## src/rtl/mc_control_fsm.sv

```systemverilog
// Multi-cycle control unit for the MIPS subset: sequences fetch/decode/execute,
// drives datapath selects and strobes, and counts retired instructions.
module mc_control_fsm #(
  parameter int MEM_HS = 1,
  parameter int CNT_W  = 32
) (
  input  logic             clk,
  input  logic             rst,
  input  logic             clk_en,
  input  logic [5:0]       opcode,
  input  logic [5:0]       funct,
  input  logic             mem_ready,
  output logic             pc_write,
  output logic             branch,
  output logic             branch_ne,
  output logic [1:0]       pc_src,
  output logic [3:0]       alu_control,
  output logic             alu_src_a,
  output logic [1:0]       alu_src_b,
  output logic             reg_write,
  output logic             reg_dst,
  output logic             mem_to_reg,
  output logic             ior_d,
  output logic             mem_write,
  output logic             ir_write,
  output logic             mem_req,
  output logic             illegal,
  output logic [3:0]       state_o,
  output logic [CNT_W-1:0] instr_count
);

  localparam logic [5:0] OP_RTYPE = 6'b000000;
  localparam logic [5:0] OP_LW    = 6'b100011;
  localparam logic [5:0] OP_SW    = 6'b101011;
  localparam logic [5:0] OP_BEQ   = 6'b000100;
  localparam logic [5:0] OP_BNE   = 6'b000101;
  localparam logic [5:0] OP_ADDI  = 6'b001000;
  localparam logic [5:0] OP_J     = 6'b000010;

  localparam logic [3:0] ALU_AND = 4'b0000;
  localparam logic [3:0] ALU_OR  = 4'b0001;
  localparam logic [3:0] ALU_ADD = 4'b0010;
  localparam logic [3:0] ALU_SUB = 4'b0110;
  localparam logic [3:0] ALU_SLT = 4'b0111;
  localparam logic [3:0] ALU_SLL = 4'b1000;
  localparam logic [3:0] ALU_SRL = 4'b1001;
  localparam logic [3:0] ALU_SRA = 4'b1010;

  typedef enum logic [3:0] {
    S_FETCH  = 4'd0,
    S_DECODE = 4'd1,
    S_MEMADR = 4'd2,
    S_MEMRD  = 4'd3,
    S_MEMWB  = 4'd4,
    S_MEMWR  = 4'd5,
    S_EXEC   = 4'd6,
    S_ALUWB  = 4'd7,
    S_ADDIEX = 4'd8,
    S_ADDIWB = 4'd9,
    S_BRANCH = 4'd10,
    S_JUMP   = 4'd11,
    S_TRAP   = 4'd12
  } state_t;

  state_t     state, state_nx;
  logic       ready;
  logic       retire;
  logic       funct_ok;
  logic [3:0] funct_alu;

  assign ready   = (MEM_HS == 0) ? 1'b1 : mem_ready;
  assign state_o = state;

  always_comb begin
    funct_ok  = 1'b1;
    funct_alu = ALU_ADD;
    case (funct)
      6'b100000: funct_alu = ALU_ADD;
      6'b100010: funct_alu = ALU_SUB;
      6'b100100: funct_alu = ALU_AND;
      6'b100101: funct_alu = ALU_OR;
      6'b101010: funct_alu = ALU_SLT;
      6'b000000: funct_alu = ALU_SLL;
      6'b000010: funct_alu = ALU_SRL;
      6'b000011: funct_alu = ALU_SRA;
      default:   funct_ok  = 1'b0;
    endcase
  end

  always_comb begin
    state_nx    = state;
    retire      = 1'b0;
    pc_write    = 1'b0;
    branch      = 1'b0;
    branch_ne   = 1'b0;
    pc_src      = 2'b00;
    alu_control = 4'b0000;
    alu_src_a   = 1'b0;
    alu_src_b   = 2'b00;
    reg_write   = 1'b0;
    reg_dst     = 1'b0;
    mem_to_reg  = 1'b0;
    ior_d       = 1'b0;
    mem_write   = 1'b0;
    ir_write    = 1'b0;
    mem_req     = 1'b0;
    illegal     = 1'b0;
    case (state)
      S_FETCH: begin
        mem_req     = 1'b1;
        alu_src_b   = 2'b01;
        alu_control = ALU_ADD;
        ir_write    = ready;
        pc_write    = ready;
        if (ready) state_nx = S_DECODE;
      end
      S_DECODE: begin
        alu_src_b   = 2'b11;
        alu_control = ALU_ADD;
        case (opcode)
          OP_LW, OP_SW:   state_nx = S_MEMADR;
          OP_RTYPE:       state_nx = funct_ok ? S_EXEC : S_TRAP;
          OP_ADDI:        state_nx = S_ADDIEX;
          OP_BEQ, OP_BNE: state_nx = S_BRANCH;
          OP_J:           state_nx = S_JUMP;
          default:        state_nx = S_TRAP;
        endcase
      end
      S_MEMADR: begin
        alu_src_a   = 1'b1;
        alu_src_b   = 2'b10;
        alu_control = ALU_ADD;
        state_nx    = (opcode == OP_SW) ? S_MEMWR : S_MEMRD;
      end
      S_MEMRD: begin
        ior_d   = 1'b1;
        mem_req = 1'b1;
        if (ready) state_nx = S_MEMWB;
      end
      S_MEMWB: begin
        mem_to_reg = 1'b1;
        reg_write  = 1'b1;
        retire     = 1'b1;
        state_nx   = S_FETCH;
      end
      S_MEMWR: begin
        ior_d     = 1'b1;
        mem_req   = 1'b1;
        mem_write = 1'b1;
        if (ready) begin
          retire   = 1'b1;
          state_nx = S_FETCH;
        end
      end
      S_EXEC: begin
        alu_src_a   = 1'b1;
        alu_control = funct_alu;
        state_nx    = S_ALUWB;
      end
      S_ALUWB: begin
        reg_dst   = 1'b1;
        reg_write = 1'b1;
        retire    = 1'b1;
        state_nx  = S_FETCH;
      end
      S_ADDIEX: begin
        alu_src_a   = 1'b1;
        alu_src_b   = 2'b10;
        alu_control = ALU_ADD;
        state_nx    = S_ADDIWB;
      end
      S_ADDIWB: begin
        reg_write = 1'b1;
        retire    = 1'b1;
        state_nx  = S_FETCH;
      end
      S_BRANCH: begin
        alu_src_a   = 1'b1;
        alu_control = ALU_SUB;
        pc_src      = 2'b01;
        branch      = (opcode == OP_BEQ);
        branch_ne   = (opcode == OP_BNE);
        retire      = 1'b1;
        state_nx    = S_FETCH;
      end
      S_JUMP: begin
        pc_src   = 2'b10;
        pc_write = 1'b1;
        retire   = 1'b1;
        state_nx = S_FETCH;
      end
      S_TRAP:  illegal  = 1'b1;
      default: state_nx = S_FETCH;
    endcase
    // A stalled cycle must not commit anything to PC, IR, registers or memory.
    if (!clk_en) begin
      pc_write  = 1'b0;
      ir_write  = 1'b0;
      reg_write = 1'b0;
      mem_write = 1'b0;
      mem_req   = 1'b0;
    end
  end

  always_ff @(posedge clk) begin
    if (rst) begin
      state       <= S_FETCH;
      instr_count <= '0;
    end else if (clk_en) begin
      state <= state_nx;
      if (retire) instr_count <= instr_count + CNT_W'(1);
    end
  end

endmodule

```

## config.mk

```make
export PLATFORM = sky130hd
export DESIGN_NAME = mc_control_fsm
export DESIGN_NICKNAME = d
export VERILOG_FILES = /design/src/rtl/mc_control_fsm.sv
export SDC_FILE = /design/constraint.sdc
export NUM_CORES = 1
export LEC_CHECK = 0
export BUFFER_PORTS_ARGS = -buffer_cell sky130_fd_sc_hd__buf_2
export CORE_MARGIN = 4
export CORE_UTILIZATION = 45
export DETAILED_ROUTE_END_ITERATION = 8
export PLACE_DENSITY = 0.71
export REMOVE_ABC_BUFFERS = 1
export SLEW_MARGIN = 25
export SYNTH_ARGS = -nofsm -noshare
export SYNTH_HDL_FRONTEND = slang
export SYNTH_SLANG_ARGS = --single-unit
```

## constraint.sdc

```tcl
create_clock -name clk -period 2.65 [get_ports clk]
set_input_delay 0.53 -clock clk [delete_from_list [all_inputs] [get_ports clk]]
set_output_delay 0.53 -clock clk [all_outputs]
set_load 0.005 [all_outputs]
```

==> results.toml, run 1 <==
[critical_path]
worstSetupEndpointType = "flop"
critPathLaunch = "state_o[2]"
crit_path_max_fanout = 12
critPathArrivalTime_ns = 2.58
crit_required_ns = 2.87
r2r-start = "state_o[2]"
worstSetupPathType = "flop to flop"
start_kind = "flop"

[sta]
finalSetupTns_ns = 0
worst_pin_slew_ns = 0.533
whs_ns = 0.499
slew_headroom = 0.642
hold_violations = 0
timing.fmax_ghz = 0.425
period_share = 0.889
rsz0062_at_grt = "no"
clock_skew_ns = 0.00601
fin_crit_ns = 2.36
drv_slew = 0
setup_viol = 0

[pwr]
power_density_nw_per_um2 = 379
ir_drop_uv = 205
p_leak_nw = 1.16

[final_layout]
register_area_um2 = 721
final_nets = 393
fin_util = 0.562
multi_input_area_um2 = 1510
n_fill_cell = 494
area_growth_pct = 21.7
layout-drive-gt1-share = 0.249
finalNonFillerCells = 447
n_antenna_cell = 0

[routing]
drtPass1Iterations = 4
vias = 2471
wire_per_inst_um = 13.7
drt_iter0_drc = 144
ant_nets = 0
finalWirelength_um = 6130
drc_errors = 0
vias_per_cell = 5.53

[cts]
numCtsBuffers = 5
hold_buffers = 0
clockBufferDepth = 2
cts-resized-gates = 0
post_cts_buffers = 0
cts_tree = "yes"
cts_num_sinks = 36
clockRootBuffer = "clkbuf_8"
cts.clk_slew.worst_paths_ns = 0.07
htree_num_levels = 2
insertion_delay_ns = 0.29

[floorplanning]
core_um2 = 5110
ios = 72
design.die.area_um2 = 6470
fp.dieW_um = 80.4
start_util = 0.462
rows = 26
fp.dieH_um = 80.4

[logic_synthesis]
async_flop_share = 0
synthTopCellsByArea = "dfxtp_1, nor2_1, xnor2_1"
syn-instance-count = 308
ys_warn_count = 0
synth.top_cell.area_share = 0.305
synth_ff_type = "dfxtp_1"
synthTopCellsByCount = "nor2_1, dfxtp_1, nand2_1, a21oi_1"
yosys.area.top_type = "dfxtp_1"
synth_edf_count = 0
synth_area_per_cell_um2 = 7.66
seq_area_frac_synth = 0.305
yosys_register_bits = 36
synth_most_common_cell = "nor2_1"
synth_cell_types = 55
synth_area_um2 = 2360

[outcome]
status = "finished clean"

[min_path]
min_path_type = "flop to flop"
hold_path_startpoint = "instr_count[31]"

[placed_design]
io_buffers = 71
place.gp.congestion = 0.868
hpwlAfterDp_um = 4600
place_inst = 439

[grt]
antenna_found_initial = 0
groute.usage.overall = 0.194
grt_max_degree = 21
grt_pass1_vias = 2175
grt.overflow.total = 0
grt_pass1_wl_um = 10100

[job]
drv_cap = 0
[final cells by class]
type	count	share of cell area
clock inverters	1	0.00261
inverters	10	0.0131
multi-input cells	243	0.526
well taps	70	0.0305
flip-flops and latches	36	0.251
repair buffers	80	0.147
clock buffers	7	0.0301
[where the power goes]
| group | total [mW] | internal (mW) | switching (mW) |
|---|---|---|---|
| Sequential | 0.548 | 0.544 | 0.00440 |
| Combinational | 0.140 | 0.0557 | 0.0845 |
| Clock | 0.400 | 0.211 | 0.189 |
[metrics by stage]
step / total power [mW] / instance area [um^2] / setup WS, ns
finish: 1.09 / 2870 / 0.295
global route: 1.14 / 2870 / 0.183
CTS: 1.10 / 2870 / 0.306
detailed placement: 0.700 / 2780 / 0.317
global placement: 0.699 / 2780 / 0.390
floorplan: 0.634 / 2270 / 0.0690
[registers in the layout, indices dropped and copies added (netlist names)]
signal and count:
instr_count 32, state_o 4
[kinds of logic (layout without fill, tap and decap cells)]
kind of cell	after synthesis	count (layout)	share of synthesized area
xor gates and xnor gates	24	24	0.0970
AOI/OAI and AO/OA	63	63	0.183
and+or+nand+nor	154	154	0.350
buffers and inverters	29	98	0.0546
DFF	36	36	0.305
muxes	1	1	0.00424
adders and majority gates	1	1	0.00530
[critical path, stage by stage, from the launching register on]
cell and delay, ns:
dfxtp_1 0.57, or2_2 0.32, o211ai_4 0.10, or4_1 0.62, buf_4 0.21, or3_1 0.34, a21oi_1 0.14
[placed cells by master, fill, tap and decap left out, types with 8 or more instances in the layout]
| cell type | instances |
|---|---|
| buf_2 | 71 |
| nor2_1 | 41 |
| dfxtp_1 | 36 |
| nand2_1 | 25 |
| a21oi_1 | 19 |
| nor3_1 | 15 |
| xnor2_1 | 15 |
| o21ai_0 | 12 |
| nand3_1 | 11 |
| inv_1 | 10 |
| or3_1 | 9 |
| nand4_1 | 9 |
| buf_4 | 9 |
| xor2_1 | 8 |
[metal layers]
metal / track usage / part of all wire / vias up
met2: 0.300 / 0.45 / 78
met3: 0.0348 / 0.067 / 9
met1: 0.271 / 0.47 / 1124
met4: 0.0642 / 0.011 / 0
li1: - / - / 1260
met5: 0 / 0 / -
[final timing paths]
| check | to | slack [ns] | depth (start not counted) |
|---|---|---|---|
| worst min register to register | instr_count[31] | 0.50 | 2 |
| worst min-delay path | instr_count[31] | 0.50 | 2 |
| worst max-delay path | instr_count[23] | 0.29 | 6 |
| worst max register to register | instr_count[23] | 0.29 | 6 |
Power figures use the tool's default switching activity.
==> inputs of run 2 (changes only) <==
--- a/config.mk
+++ b/config.mk
@@ -5,11 +5,12 @@
 export SDC_FILE = /design/constraint.sdc
 export NUM_CORES = 1
 export LEC_CHECK = 0
+export ABC_AREA = 1
 export BUFFER_PORTS_ARGS = -buffer_cell sky130_fd_sc_hd__buf_2
 export CORE_MARGIN = 4
 export CORE_UTILIZATION = 45
 export DETAILED_ROUTE_END_ITERATION = 8
-export PLACE_DENSITY = 0.71
+export PLACE_DENSITY = 0.7
 export REMOVE_ABC_BUFFERS = 1
 export SLEW_MARGIN = 25
 export SYNTH_ARGS = -nofsm -noshare
==> constraint.sdc (replaced) <==
create_clock -name clk -period 3 [get_ports clk]
set_input_delay 0.6 -clock clk [delete_from_list [all_inputs] [get_ports clk]]
set_output_delay 0.6 -clock clk [all_outputs]
set_load 0.005 [all_outputs]
==> results.toml, run 2 <==
[sta]
hold_violations = 0
period_share = 0.852
clock_skew_ns = 0.00939
rsz0062_at_grt = "no"
whs_ns = 0.499
drv_slew = 0
slew_headroom = 0.503
timing.fmax_ghz = 0.391
worst_pin_slew_ns = 0.744
finalSetupTns_ns = 0
fin_crit_ns = 2.56
setup_viol = 0

[routing]
ant_nets = 0
wire_per_inst_um = 12.2
vias = 2972
finalWirelength_um = 7140
topRoutingLayerUsed = "met4"
drt_iter0_drc = 214
wl_met1_um = 3370
drc_errors = 0
drtPass1Iterations = 4
wl_met3_um = 496
vias_per_cell = 5.08
routed-wl-met2_um = 3210

[cts]
clockRootBuffer = "clkbuf_8"
numCtsBuffers = 5
cts-resized-gates = 0
cts.clk_slew.worst_paths_ns = 0.07
hold_buffers = 0
cts_num_sinks = 36
clockBufferDepth = 2
cts_tree = "yes"
post_cts_buffers = 0
htree_num_levels = 2
insertion_delay_ns = 0.30

[placed_design]
hpwlAfterDp_um = 5560
place.gp.congestion = 0.860
place_inst = 577
io_buffers = 71

[pwr]
p_leak_nw = 1.50
ir_drop_uv = 289
power_frac_clock = 0.437
power_density_nw_per_um2 = 344
comb_power_share = 0.111
power.total_mw = 1.08
switching_power_mw = 0.262
p_seq_frac = 0.452
p_int_mw = 0.816
swShare = 0.243

[logic_synthesis]
synth_ff_type = "dfxtp_1"
yosys.area.top_type = "dfxtp_1"
async_flop_share = 0
synth_edf_count = 0
yosys_register_bits = 36
synthTopCellsByCount = "nand2_1, nor2_1, inv_1, a21oi_1, dfxtp_1"
synth_area_per_cell_um2 = 5.95
ys_warn_count = 0
syn-instance-count = 442
synthTopCellsByArea = "dfxtp_1, nand2_1, nor2_1"
synth_cell_types = 33
seq_area_frac_synth = 0.274
synth_most_common_cell = "nand2_1"
synth_area_um2 = 2630
synth.top_cell.area_share = 0.274

[floorplanning]
ios = 72
rows = 27
fp.dieH_um = 84.5
core_um2 = 5570
fp.dieW_um = 84.5
start_util = 0.472
design.die.area_um2 = 7130

[grt]
grt_pass1_vias = 2735
grt.overflow.total = 0
groute.usage.overall = 0.207
grt_max_degree = 32
grt_pass1_wl_um = 12400
antenna_found_initial = 0

[min_path]
hold_path_startpoint = "instr_count[31]"
min_path_type = "flop to flop"

[final_layout]
final_common_cell = "nand2_1"
layout-drive-gt1-share = 0.181
largest_register_ffs = 32
n_fill_cell = 581
fin_util = 0.563
top_register = "instr_count"
n_antenna_cell = 0
final_nets = 529
area_growth_pct = 19.3
final_cell_mix = "nand2_1, buf_2, nor2_1, inv_1"
finalNonFillerCells = 585

[critical_path]
cpMaxStageDelayCell = "dfxtp_1"
crit_top_cell = "inv_1"
worstSetupEndpointType = "output pin"
cp_slowest_stage_delay_ns = 0.40
crit_path_max_fanout = 5
reg2reg_depth = 8
r2r_slack_ns = 1.00
worstSetupPathType = "flop to output pin"
endpoint = "alu_control[1]"
reg2reg_to = "instr_count[24]"
start_kind = "flop"
r2r-start = "instr_count[1]"
critPathLaunch = "state_o[2]"
crit_required_ns = 2.40
crit_chain = "inv_1, nor2_1, inv_1, nor2_1, inv_1, or2_2, o211ai_1, buf_2"
critPathArrivalTime_ns = 1.96

[job]
drv_cap = 0

[outcome]
status = "finished clean"
[run 2: cell count changes after synthesis, sizes merged, moves of 4 or more]
cell,change
inv,+42
xnor2,-6
a21oi,+17
or3,-9
or4,-6
nand2,+124
nor2,+32
o31ai,-5
clkbuf,-11
and4,-7
nor4,-4
xor2,+4
nand3,+8
[run 2: per-layer routing]
metal,vias up,global-route usage
met5,-,0
met4,0,0.0547
met3,7,0.0432
met2,96,0.330
met1,1328,0.286
li1,1541,-
[run 2: area by class of cell]
class,instances,area [um^2],area share
clock inverter,1,30.0,0.00957
tap,72,90.1,0.0287
sequential,36,721,0.230
inverter,52,195,0.0622
multi-input combinational,345,1640,0.523
timing repair buffer,72,363,0.116
clock buffer,7,96.3,0.0307
[run 2: worst min-delay path by stage]
stage,to,cells past startpoint,slack (ns)
2_1_floorplan,instr_count[31],2,0.48
3_3_place_gp,instr_count[31],2,0.48
3_5_place_dp,instr_count[31],2,0.49
4_1_cts,instr_count[31],2,0.50
5_1_grt,instr_count[31],2,0.54
6_report,instr_count[31],2,0.50
[run 2: cell families after synthesis]
| logic type | Yosys count | synth area share |
|---|---|---|
| AND/OR/NAND/NOR | 270 | 0.433 |
| flip-flops | 36 | 0.274 |
| AO/OA/AOI/OAI | 52 | 0.113 |
| adder cells (fa/ha/maj) | 1 | 0.00476 |
| buffers and inverters | 61 | 0.102 |
| XOR/XNOR | 22 | 0.0733 |
[run 2: per-stage QoR]
step	instance area, um^2	worst slack (ns)
after floorplan	2560	1.02
after global placement	3010	0.725
after detailed placement	3010	0.670
after CTS	3140	0.421
after global routing	3140	0.258
final	3140	0.443
[run 2: worst max-delay path, delay by kind of cell, from the launching register on]
kind                   cells  cell delay [ns]
and+or+nand+nor            3             0.73
buffers and inverters      4             0.46
DFF                        1             0.40
AOI/OAI and AO/OA          1             0.08
[run 2: power groups by stage]
stage	registers [mW]	logic, mW	clock network [mW]
after floorplan	0.497	0.0695	0
after global placement	0.498	0.118	0
after detailed placement	0.498	0.120	0
after CTS	0.487	0.121	0.476
after global routing	0.488	0.137	0.504
final	0.487	0.120	0.471
==> inputs of run 3 (changes only) <==
--- a/config.mk
+++ b/config.mk
@@ -11,6 +11,7 @@
 export CORE_UTILIZATION = 45
 export DETAILED_ROUTE_END_ITERATION = 8
 export PLACE_DENSITY = 0.7
+export RECOVER_POWER = 50
 export REMOVE_ABC_BUFFERS = 1
 export SLEW_MARGIN = 25
 export SYNTH_ARGS = -nofsm -noshare
==> results.toml, run 3 (synthesized netlist as in run 2, its figures left out) <==
[outcome]
status = "finished clean"

[sta]
rsz0062_at_grt = "no"
slew_headroom = 0.131
timing.fmax_ghz = 0.390
finalSetupTns_ns = 0
clock_skew_ns = 0.00941
period_share = 0.854
worst_pin_slew_ns = 1.30
fin_crit_ns = 2.56
drv_slew = 0
hold_violations = 0
setup_viol = 0

[grt]
grt.overflow.total = 0
grt_pass1_wl_um = 12400
antenna_found_initial = 0
grt_max_degree = 32
groute.usage.overall = 0.207
grt_pass1_vias = 2735

[floorplanning]
ios = 72
design.die.area_um2 = 7130
fp.dieW_um = 84.5
start_util = 0.472
core_um2 = 5570
fp.dieH_um = 84.5
rows = 27

[final_layout]
layout-drive-gt1-share = 0.129
final_common_cell = "nand2_1"
final_nets = 529
top_register = "instr_count"
n_fill_cell = 596
finalNonFillerCells = 585
area_growth_pct = 17.7
largest_register_ffs = 32
n_antenna_cell = 0
final_cell_mix = "nand2_1, nor2_1, inv_1, buf_2"
fin_util = 0.556

[placed_design]
place_inst = 577
place.gp.congestion = 0.860
hpwlAfterDp_um = 5560
io_buffers = 71

[cts]
clockRootBuffer = "clkbuf_8"
cts_num_sinks = 36
cts.clk_slew.worst_paths_ns = 0.07
insertion_delay_ns = 0.29
clockBufferDepth = 2
cts_tree = "yes"
cts-resized-gates = 0
hold_buffers = 0
post_cts_buffers = 0
numCtsBuffers = 5
htree_num_levels = 2

[critical_path]
crit_family = "simple AND/OR/NAND/NOR gates"
cp_num_cells = 8
critPathArrivalTime_ns = 1.96
crit_required_ns = 2.40
start_kind = "flop"
reg2reg_depth = 8
crit_chain = "inv_1, nor2_1, inv_1, nor2_1, inv_1, or2_2, o211ai_1, buf_2"
crit_top_cell = "inv_1"
cp_slowest_stage_delay_ns = 0.42
worstSetupPathType = "flop to output pin"
crit_path_max_fanout = 6
cp_num_buf_inv = 4
worstSetupEndpointType = "output pin"
cpMaxStageDelayCell = "dfxtp_1"

[pwr]
ir_drop_uv = 290
power.total_mw = 1.08
p_leak_nw = 1.39
power_density_nw_per_um2 = 347

[routing]
drtPass1Iterations = 5
ant_nets = 0
wire_per_inst_um = 12.3
drt_iter0_drc = 194
drc_errors = 0
finalWirelength_um = 7170
vias_per_cell = 5.03
vias = 2945

[min_path]
hold_depth = 2
min_path_type = "flop to flop"

[job]
drv_cap = 0
-- run 3: changes by cell type in the layout (fill, tap and decap cells not counted) --
cell,change
buf_2,-25
clkbuf_1,+23
nand2_1,+2
nand2_2,-2
buf_1,+1
clkbuf_2,+1
inv_1,+1
inv_2,-1
nor2_2,+1
nor2_4,-1
o21ai_0,+1
o21ai_1,-1
-- run 3: worst paths after layout --
kind | slack, ns | end | from
setup reg to reg | 0.62 | instr_count[0] | state_o[0]
hold reg to reg | 0.50 | instr_count[31] | instr_count[31]
hold / removal | 0.50 | instr_count[31] | instr_count[31]
setup / recovery | 0.44 | alu_control[1] | state_o[1]
-- run 3: where the power goes --
group / total, mW / internal [mW] / leakage [nW] / switching, mW
clock: 0.470 / 0.293 / 0.0645 / 0.176
sequential: 0.487 / 0.482 / 0.290 / 0.00564
combinational: 0.118 / 0.0406 / 1.04 / 0.0776
-- run 3: worst reg2reg max path, delay by kind of cell, from the launching register on --
family | cells | cell delay (ns)
AND/OR/NAND/NOR | 4 | 1.28
AO/OA/AOI/OAI | 3 | 0.54
flip-flops | 1 | 0.43
buffers and inverters | 1 | 0.08
-- run 3: metal layers --
metal	up-vias	wire length (um)	global-route usage
li1	1537	-	-
met1	1313	3460	0.286
met2	88	3170	0.330
met3	7	468	0.0432
met4	0	67	0.0547
met5	-	0	0
-- run 3: metrics by stage --
stage | hold WS (ns) | worst slack (ns) | area [um^2]
4_1_cts | 0.500 | 0.421 | 3140
3_5_place_dp | 0.489 | 0.670 | 3010
6_report | 0.498 | 0.438 | 3100
5_1_grt | 0.537 | 0.287 | 3100
2_1_floorplan | 0.476 | 1.02 | 2560
3_3_place_gp | 0.484 | 0.725 | 3010
-- run 3: area by class of cell --
type / count / area, um^2 / share of cell area
clock buffer: 7 / 96.3 / 0.0311
clock inverter: 1 / 30.0 / 0.00970
inverter: 52 / 195 / 0.0630
multi-input combinational: 345 / 1630 / 0.527
sequential: 36 / 721 / 0.233
tap: 72 / 90.1 / 0.0291
timing repair buffer: 72 / 333 / 0.107
